<file path="config.mk">
export PLATFORM = sky130hd
export DESIGN_NAME = abc_rr_arbiter
export DESIGN_NICKNAME = d
export VERILOG_FILES = /design/src/rtl/abc_rr_arbiter.sv
export SDC_FILE = /design/constraint.sdc
export NUM_CORES = 1
export LEC_CHECK = 0
export ABC_CLOCK_PERIOD_IN_PS = 2100
export CORE_MARGIN = 2
export CORE_UTILIZATION = 46
export CTS_CLUSTER_DIAMETER = 200
export DETAILED_ROUTE_END_ITERATION = 6
export PLACE_DENSITY = 0.79
export SLEW_MARGIN = 40
export SYNTH_ARGS = -nofsm -noshare
export SYNTH_HDL_FRONTEND = slang
export SYNTH_SLANG_ARGS = --single-unit
</file>
<file path="constraint.sdc">
create_clock -name clk -period 2.1 [get_ports clk]
set_input_delay 0.525 -clock clk [delete_from_list [all_inputs] [get_ports clk]]
set_output_delay 0.525 -clock clk [all_outputs]
set_load 0.02 [all_outputs]
</file>
<file path="src/rtl/abc_rr_arbiter.sv">
// abc_rr_arbiter: three-way round-robin arbiter with hold limit and preemption.
// Defining ABC_ARB_TURNAROUND_EN adds a TURN state that inserts one idle cycle between owners.
module abc_rr_arbiter #(
    parameter int MAX_HOLD = 4
) (
    input  logic       clk,
    input  logic       rst_n,
    input  logic       req_a,
    input  logic       req_b,
    input  logic       req_c,
    output logic       gnt_a,
    output logic       gnt_b,
    output logic       gnt_c,
    output logic       busy,
    output logic       preempt,
    output logic [1:0] owner
);
`ifdef ABC_ARB_TURNAROUND_EN
    typedef enum logic [1:0] {IDLE, GRANT, TURN} state_t;
`else
    typedef enum logic [1:0] {IDLE, GRANT} state_t;
`endif
    localparam logic [3:0] HOLD_MAX = 4'(MAX_HOLD);
    state_t state_q, state_d;
    logic [2:0] req, cand, gnt_q, gnt_d;
    logic [1:0] last_q, last_d, n1, n2, win;
    logic [3:0] hold_q, hold_d;
    logic pre_q, pre_d, keep, handoff, take, drop;
    assign req = {req_c, req_b, req_a};
    assign cand = (state_q == GRANT) ? req & ~gnt_q : req;
    assign keep = |(req & gnt_q);
    // Search the two requesters after the pointer first, the pointer itself last.
    assign n1 = (last_q == 2'd2) ? 2'd0 : last_q + 2'd1;
    assign n2 = (last_q == 2'd0) ? 2'd2 : last_q - 2'd1;
    assign win = cand[n1] ? n1 : cand[n2] ? n2 : last_q;
    always_comb begin
        state_d = state_q;
        gnt_d = gnt_q;
        last_d = last_q;
        hold_d = hold_q;
        pre_d = 1'b0;
        handoff = 1'b0;
        take = 1'b0;
        drop = 1'b0;
        case (state_q)
            IDLE: take = |cand;
            GRANT: begin
                if (!keep) begin
                    handoff = |cand;
                    drop = ~|cand;
                end else if (hold_q < HOLD_MAX) begin
                    hold_d = hold_q + 4'd1;
                end else if (|cand) begin
                    pre_d = 1'b1;
                    handoff = 1'b1;
                end
            end
`ifdef ABC_ARB_TURNAROUND_EN
            TURN: begin
                take = |cand;
                drop = ~|cand;
            end
`endif
            default: drop = 1'b1;
        endcase
`ifdef ABC_ARB_TURNAROUND_EN
        if (handoff) begin
            state_d = TURN;
            gnt_d = '0;
            hold_d = '0;
        end
`else
        take = take | handoff;
`endif
        if (take) begin
            state_d = GRANT;
            gnt_d = 3'b001 << win;
            last_d = win;
            hold_d = 4'd1;
        end
        if (drop) begin
            state_d = IDLE;
            gnt_d = '0;
            hold_d = '0;
        end
    end
    always_ff @(posedge clk or negedge rst_n) begin
        if (!rst_n) begin
            state_q <= IDLE;
            gnt_q <= '0;
            last_q <= 2'd2;
            hold_q <= '0;
            pre_q <= 1'b0;
        end else begin
            state_q <= state_d;
            gnt_q <= gnt_d;
            last_q <= last_d;
            hold_q <= hold_d;
            pre_q <= pre_d;
        end
    end
    assign gnt_a = gnt_q[0];
    assign gnt_b = gnt_q[1];
    assign gnt_c = gnt_q[2];
    assign busy = (state_q == GRANT);
    assign preempt = pre_q;
    assign owner = gnt_q[0] ? 2'd1 : gnt_q[1] ? 2'd2 : gnt_q[2] ? 2'd3 : 2'd0;
endmodule

</file>
-- Word-level counts from Yosys, hierarchy flattened
Cells that the tools add are included.
- add/sub/neg operators: 3
- magnitude comparators: 3
- eq/ne operators: 2
- shifts and indexed selects: 1
- mux-type cells: 30
- bitwise gates (word level): 4
- reductions and logical operators: 10
- operator list (operator ; number):
    $mux 4 ; 5
    $mux 2 ; 9
    $mux 1 ; 10
    $mux 3 ; 3
    $reduce_bool 3->1 ; 3
    $and 3x3->3 ; 2
    $lt 2x3->1 const B ; 2
    $reduce_or 3->1 ; 2
    $add 4x1->4 const B ; 1
    $bmux 1 s2 ; 2
    $logic_not 2->1 ; 2
    $lt 4x3->1 const B ; 1
    $not 3->3 ; 1
    $reduce_and 3->1 ; 1
    $shl 1x2->3 const A ; 1
    $add 2x1->2 const B ; 1
    $eq 2x1->1 const B ; 1
    $eq 2x2->1 const B ; 1
    $pmux 1 s2 ; 1
    $reduce_bool 2->1 ; 1
    $sub 2x1->2 const B ; 1
    $logic_not 1->1 ; 1
    $or 1x1->1 ; 1
- flip-flop bits (word level): 12
- bits of input ports: 5
- output and inout port bits: 7
- word-level logic and storage cells: 58

-- Longest topological paths before layout
- word-level depth: 11
- mapped depth: 7

-- Worst setup path before layout
No wires, ideal clock.
- kind: register to register
- from: register last_q[1]
- to: register gnt_q[0]
- library setup time: 0.121 ns
- arrival: 1.919 ns
- data required time: 1.979 ns
- slack: 0.060 ns
- cell stages (with the launch flop): 8
- period minus slack after synthesis: 2.040 ns
- path through: dfstp_2 -> inv_1 -> ha_1 -> and2_1 -> a221o_1 -> o311ai_0 -> a22oi_1 -> a22o_2
- longest elaborated chain between the ends: 9
- elaborated cells on any way between the ends: 15
- classes of those cells: add/sub: 2; eq/ne: 1; shift: 1; mux: 10; reduce/logical: 1
- ends and longest elaborated chain (element ; RTL line ; source):
    start: declaration ; 26 ; logic [1:0] last_q, last_d, n1, n2, win;
    start signal: assignment ; 97 ; last_q <= last_d;
    $sub 2x1->2 or $logic_not 2->1 (tied branches) ; 34 ; assign n2 = (last_q == 2'd0) ? 2'd2 : last_q - 2'd1;
    $mux 2 ; 34 ;
    $bmux 1 s2 ; 35 ; assign win = cand[n1] ? n1 : cand[n2] ? n2 : last_q;
    $mux 1 (not written as such) ; 35 ;
    $mux 2 ; 35 ;
    $mux 2 (*) ; 35 ;
    $shl 1x2->3 (*) ; 77 ; gnt_d = 3'b001 << win;
    $mux 3 (*) ; 75 ; if (take) begin
    $mux 3 (*) ; 81 ; if (drop) begin
    end signal: assignment ; 96 ; gnt_q <= gnt_d;
    end: declaration ; 25 ; logic [2:0] req, cand, gnt_q, gnt_d;
Mark *: on every way between the ends. The rest lies on a longest branch, timed or not. The select of a mux whose other input is x is not followed.
A chain may end at the register's enable or synchronous reset.

-- Final worst setup path
- from: register gnt_q[1]
- to: output owner[0]
- longest elaborated chain between the ends: 2
- ends and longest elaborated chain (element ; RTL line ; source):
    $mux 2 (2 in a row) ; 107 ; assign owner = gnt_q[0] ? 2'd1 : gnt_q[1] ? 2'd2 : gnt_q[2] ? 2'd3 : 2'd0;
    end: declaration ; 16 ; output logic [1:0] owner
No other way between the ends.

==> impl_metrics.json <==
{
  "outcome": "finished clean",
  "cts_tree": "built",
  "gr-usage-all-layers": 0.198,
  "max_stage_delay_ns": 0.59,
  "final_cells": 125,
  "num_vias": 714,
  "ant_nets": 0,
  "met3_usage": 0.0735,
  "syn_nets": 87,
  "hp-class": "reg2reg",
  "antenna_found_initial": 0,
  "synth_top_cells_by_area": "dfrtp_1, ha_1, nand2_1",
  "core_area_sq_mm": 0.00151,
  "fillCellCount": 113,
  "grt_pass1_wl_um": 2850,
  "crit_fanout": 8,
  "ys_types": 32,
  "die_y_um": 44.2,
  "grt_max_degree": 13,
  "overflow": 0,
  "yosys.area.top_type_share": 0.337,
  "cap_violations": 0,
  "critPathSlowestCell": "clkdlybuf4s50_1",
  "relSlewSlack": 0.675,
  "cts_buffers": 3,
  "cp.required_ns": 1.57,
  "powerDensity_mw_per_mm2": 1660,
  "clockBufferDepth": 2,
  "ir_drop_v": 0.000990,
  "syn_area_per_cell_sq_um": 9.51,
  "syn_area_sq_um": 742,
  "dpl.hpwl_um": 1300,
  "dp.cells": 121,
  "placed_area_sq_um": 988,
  "remaining_drc_errors": 0,
  "port_buffers": 11,
  "ys_seq_area_frac": 0.373,
  "hold_slack_ns": 0.520,
  "worst_setup_path_start_kind": "flop",
  "syn2layout_area_growth_pct": 40.1,
  "dieArea_sq_mm": 0.00195,
  "crit_family": "buffers and inverters",
  "rsz0062_at_grt": "false",
  "max_freq_mhz": 497,
  "tightestPinTransition_ns": 0.485,
  "dr.pass1.iters": 4,
  "viasPerCell": 5.71,
  "post-route-min-period_ns": 2.01,
  "num-nets-final": 119,
  "drive_above_1_share": 0.294,
  "antenna_cells": 0,
  "final-hold-violation-count": 0,
  "arrival_ns": 1.49,
  "wl_per_cell_um": 13.5,
  "clock-skew-final_ns": 0.00204,
  "io_pins": 12,
  "drt_wl_total_um": 1680,
  "final_max_slew_viol_count": 0,
  "start_util": 0.493,
  "cts_sinks": 11,
  "worst-path-buf-inv": 2,
  "clk_pin_slew_ns": 0.07,
  "synth-seq-cells": 11,
  "drt_iter0_markers": 16,
  "clkLatencyLatePin_ns": 0.27,
  "root_buffer": "clkbuf_4",
  "cp_cell_sequence": "inv_1 > a21o_2 > clkdlybuf4s50_1",
  "die_w_um": 44.2,
  "setup_viol": 0,
  "grt_use_met2": 0.294,
  "power_leakage_nw": 0.469,
  "yosys_warnings": 0,
  "synthCells": 78,
  "busiest_layer": "met2",
  "period_share": 0.958,
  "htree_num_levels": 1,
  "grt_pass1_vias": 655,
  "synth_area_leader_cell": "dfrtp_1",
  "final_cell_area_sq_mm": 0.00104,
  "endpoint_kind": "output port",
  "rows": 14,
  "critical_path_class": "reg2out",
  "hold_buffers": 0,
  "gp_congestion": 0.987,
  "use_met1": 0.280
}
sequential cells by signal, indices dropped and copies added, names as in the netlist:
signal and flops:
gnt_q 3, hold_q 4, last_q 2, preempt 1
state_q 1
timing repair:
action                                  4_1_cts  5_1_grt
hold endpoints to repair                      0        0
endpoints found under the setup margin        4        4
pin swaps                                     1        1
buffers inserted                              0        0
gates resized for setup                       2        3
stage by stage:
step / setup slack [ns] / power [W] / setup TNS [ns] / util
after floorplan: 0.0600 / 0.00105 / 0 / -
after global placement: -0.273 / 0.00148 / -1.73 / 0.656
after CTS: 0.0369 / 0.00169 / 0 / 0.682
after detailed placement: -0.345 / 0.00150 / -2.22 / 0.656
final: 0.0879 / 0.00173 / 0 / 0.690
after global routing: 0.00662 / 0.00187 / 0 / 0.690
final timing paths:
path / from / endpoint / slack, ns / cells past startpoint
hold reg to reg: hold_q[1] / hold_q[1] / 0.52 / 2
max in group asynchronous: rst_n / gnt_q[1] / 1.16 / 1
hold / removal: hold_q[1] / hold_q[1] / 0.52 / 2
min in group asynchronous: rst_n / hold_q[3] / 0.59 / 1
setup / recovery: gnt_q[1] / owner[0] / 0.09 / 3
setup reg to reg: last_q[1] / gnt_q[1] / 0.09 / 8
cell usage after synthesis:
cell type  number
and3_1          2
mux2i_1         1
o311ai_0        1
inv_2           1
buf_6           1
o221ai_1        1
nand2_1        10
a22o_2          1
nor2_1          6
dfstp_2         1
a222oi_1        1
inv_1           4
nor3_4          1
nand3_1         2
nand3b_1        2
a32oi_1         1
and2_1          3
o21a_1          2
a21oi_4         1
a21o_2          2
o21ai_0         5
a32o_1          2
a22oi_1         3
a221o_1         1
mux2_2          1
a21bo_2         1
a21boi_0        3
nor4b_1         1
ha_1            4
a21oi_1         2
dfrtp_1        10
o31ai_1         1
logic make-up (layout without fill, tap and decap cells):
logic type | count (synthesis) | count (layout) | share of synthesized area
AOI/OAI and AO/OA | 28 | 28 | 0.300
and+or+nand+nor | 27 | 27 | 0.191
DFF | 11 | 11 | 0.373
buffers and inverters | 6 | 37 | 0.0405
adders and majority gates | 4 | 4 | 0.0675
muxes | 2 | 2 | 0.0287
layer usage:
metal	wire length, um	up-vias
met3	78	2
met1	832	342
met5	0	-
met4	8	0
met2	762	16
li1	-	354
cell type report:
cell class / count / area, sq um / area share
clock buffer: 4 / 26.3 / 0.0253
timing repair buffer: 28 / 238 / 0.229
multi-input combinational: 61 / 459 / 0.442
tap: 16 / 20.0 / 0.0193
sequential: 11 / 278 / 0.267
inverter: 5 / 18.8 / 0.0181
placed cells by master (no fill, tap or decap), types with 3 or more instances in the layout:
master and instances:
a22oi_1 3, and2_1 3, buf_4 17, clkbuf_4 3, clkdlybuf4s50_1 11, dfrtp_1 9, ha_1 3, inv_1 4
nand2_1 10, nor2_1 6, o21ai_0 5
where the power goes:
part	switching [W]	total, W	internal (W)	leakage [nW]
logic	0.000586	0.00122	0.000637	0.319
registers	0.0000711	0.000364	0.000293	0.135
clock network	0.0000667	0.000140	0.0000735	0.0150
total	0.000724	0.00173	0.00100	0.469
tightest hold or removal path, delay by kind of cell (launching register included):
kind / cells / cell delay [ns]
compound gates: 1 / 0.07
flops: 1 / 0.35
simple gates: 1 / 0.06
Note: power is estimated with default switching activity, not from simulation.
==> patch 1, RTL diff (config.mk and constraints unchanged) <==
Add a define of `ABC_ARB_TURNAROUND_EN`.
--- a/src/rtl/abc_rr_arbiter.sv
+++ b/src/rtl/abc_rr_arbiter.sv
@@ -2,2 +2,4 @@
 // Defining ABC_ARB_TURNAROUND_EN adds a TURN state that inserts one idle cycle between owners.
+`define ABC_ARB_TURNAROUND_EN
+
 module abc_rr_arbiter #(
Check against the original RTL: not equivalent (a bounded check fails within 4 cycles, from zero or initial values and one cycle with rst_n low).
==> patch 1 against the original RTL <==
Die area up 7.0%; worst hold slack better by 0.051 ns; first-iteration DRC count rose to 2.6 times the old value; largest power group unchanged; design area up 3.9%; global-route usage up 1.2 points; power down 1.6%; cell count up 3.2%; routed wire length up 15%; synthesized area up 7.8%; sequential cell count up 1; critical endpoint is now gnt_q[1]; setup slack worse by 0.021 ns.
==> patch 1: results (changes against the original RTL) <==
Placer Congestion 0.917 (-7.0%); register area share after synthesis 37.7% (+0.45 points); post-placement cell area 998 sq um (+1.0%); Mapped Nets 96 (+10%); Sequential cell area 302 sq um (+8.6%); Worst R2R Path Depth 7 (-1); Final Cell Area 0.00108 sq mm (+3.9%); run status finished clean; vias per cell 6.22 (+8.8%); # nets final 122 (+2.5%); M2 GR Usage 33.2% (+3.8 points); WL met1 897 um (+7.8%); first-pass GRT wire length 3200 um (+12%); ClkCell Share 3.36% (+0.83 points); Max VDD drop 952 uV (-3.8%); top cells by area, synth dfrtp_1 34%, ha_1 6.3%, a21oi_1 5.0%, inv_1 4.7%, dfstp_2 3.3%; P_comb 1.11 mW (-9%); inverters 10 (+5); routed wire length 1930 um (+15%); global-route met1 utilization 29.8% (+1.8 points); clk sinks 12 (+1); top cells by count, synth 11 x dfrtp_1, 10 x inv_1, 8 x a21oi_1; CP Data Arrival Time 2.18 ns (+0.69 ns); Power, Total 1.70 mW (-1.6%); hpwl dp 1430 um (+9.8%); all-layer global routing usage 21.0% (+1.2 points); met2 WL 941 um (+23%); biggest regs hold_q: 4 flops, gnt_q: 3 flops; vias in the first global route 731 (+12%); final setup skew 0.000464 ns (-0.00157 ns); DRT Pass-1 Iters 5 (+1); critical-path maximum fanout 4 (-4); Reg2Reg Setup Slack 0.07 ns (-0.02 ns); fillcell total 136 (+20%); switching part of the total 43.8% (+1.9 points); Leak Pwr 0.489 nW (+4.4%)
-- patch 1: cell families after synthesis --
family,Yosys count,share of synthesized area (%)
flops,12,37.7
simple gates,28,18.3
compound gates,32,32.1
fa+ha+maj,4,6.26
buf+inv,11,5.63
-- patch 1: stage by stage --
step | cells | hold slack (ns) | setup WS (ns) | utilization (%)
3_5_place_dp | 124 | 0.521 | -0.0864 | 59.8
6_report | 129 | 0.572 | 0.0664 | 64.6
5_1_grt | 129 | 0.599 | -0.00446 | 64.6
4_1_cts | 128 | 0.532 | 0.0100 | 62.6
2_1_floorplan | 87 | 0.229 | 0.142 | -
3_3_place_gp | 124 | 0.506 | -0.0520 | 59.8
-- patch 1: critical path: stages, from the launching register on --
cell and delay (ns):
dfstp_2 0.55, inv_2 0.06, ha_4 0.23, and3_1 0.20
a22o_1 0.23, a221oi_2 0.22, o22ai_2 0.14, a32o_1 0.28
==> patch 2, RTL diff (same settings) <==
Made on the original files. `hold_q` no longer has a reset.
--- a/src/rtl/abc_rr_arbiter.sv
+++ b/src/rtl/abc_rr_arbiter.sv
@@ -91,3 +91,2 @@
             last_q <= 2'd2;
-            hold_q <= '0;
             pre_q <= 1'b0;
@@ -97,5 +96,8 @@
             last_q <= last_d;
-            hold_q <= hold_d;
             pre_q <= pre_d;
         end
+    end
+
+    always_ff @(posedge clk) begin
+        hold_q <= hold_d;
     end
Check against the original RTL: same outputs for any inputs over 10 cycles, from zero or initial values and one cycle with rst_n low; that may be too few to reach the edited logic, so the function may still have changed.
==> patch 2 against the original RTL <==
Synthesized area fell by 4.9%; critical path depth rose by 4; die area fell by 4.5%; setup slack got worse by 0.012 ns; routed wire length did not move; sequential cell count did not move; global-route usage rose by 0.15 points; maximum frequency fell by 0.60%; design area fell by 5.5%; power fell by 5.7%; critical endpoint is now gnt_q[1]; largest power group unchanged.
==> patch 2: results (changes against the original RTL) <==
run status finished clean; area grow syn2layout 39.2%; register area share after synthesis 36.3% (-0.92 points); # nets final 114 (-4.2%); crit-path max cell delay 0.53 ns (-0.06 ns); vias in the first global route 656 (+0.15%); Cell variety after synth 38 (+19%); Mapped Nets 86 (-1.1%); vias per cell 5.67 (-0.79%); vias 680 (-4.8%); CP Data Arrival Time 2.22 ns (+0.73 ns); seq pwr 0.378 mW (+4%); top cells by area, synth dfrtp_1 21%, dfxtp_1 11%, ha_1 7.1%, nor2_1 5.3%, dfstp_2 3.7%; final setup skew 0.00848 ns (+0.00644 ns); WL met1 799 um (-4.0%); Synth Area in Compound Gates 26.8% (-3.2 points); M2 GR Usage 30.7% (+1.3 points); met2 WL 796 um (+4.5%); critical path's slowest cell dfstp_2; first-pass GRT wire length 2780 um (-2.4%); largest net degree at the start of global routing 11 (-2); worst slew pin tran 0.356 ns (-0.130 ns); Syn Inst Count 77 (-1.3%); crit-path leading delay family simple AND/OR/NAND/NOR gates; multiplexer share of the synthesized area 4.43% (+1.6 points); Place WS -0.173 ns (+0.172 ns); Adder-Cell Fraction of Synth Area 7.09% (+0.35 points); hpwl dp 1280 um (-1.6%); Async S/R FF share, synth 63.6% (-36 points); Flop pwr share 23.2% (+2.1 points); Leak Pwr 0.417 nW (-11%); post-placement cell area 926 sq um (-6.3%); Resized cells post-CTS 0 (-2); met3 WL 76 um (-2.6%)
[patch 2: changes by cell type in the layout (fill, tap and decap cells not counted), sizes merged, moves of 4 or more]
cell,delta
nand2,-5
dfrtp,-4
dfxtp,+4
nor2,+4
buf,-4
[patch 2: layout make-up]
class | instances | share of cell area [%]
multi-input combinational | 61 | 46.2
sequential | 11 | 26.4
clock buffer | 4 | 2.68
tap | 16 | 2.04
timing repair buffer | 24 | 21.1
inverter | 4 | 1.53
[patch 2: worst paths after layout]
path | end | start | depth (start not counted) | slack (ns)
worst max-delay path | gnt_q[1] | last_q[1] | 7 | 0.08
worst min-delay path | hold_q[0] | hold_q[0] | 1 | 0.49
worst max register to register | gnt_q[1] | last_q[1] | 7 | 0.08
worst min register to register | hold_q[0] | hold_q[0] | 1 | 0.49
max in group asynchronous | last_q[1] | rst_n | 1 | 1.27
min in group asynchronous | preempt | rst_n | 1 | 0.52
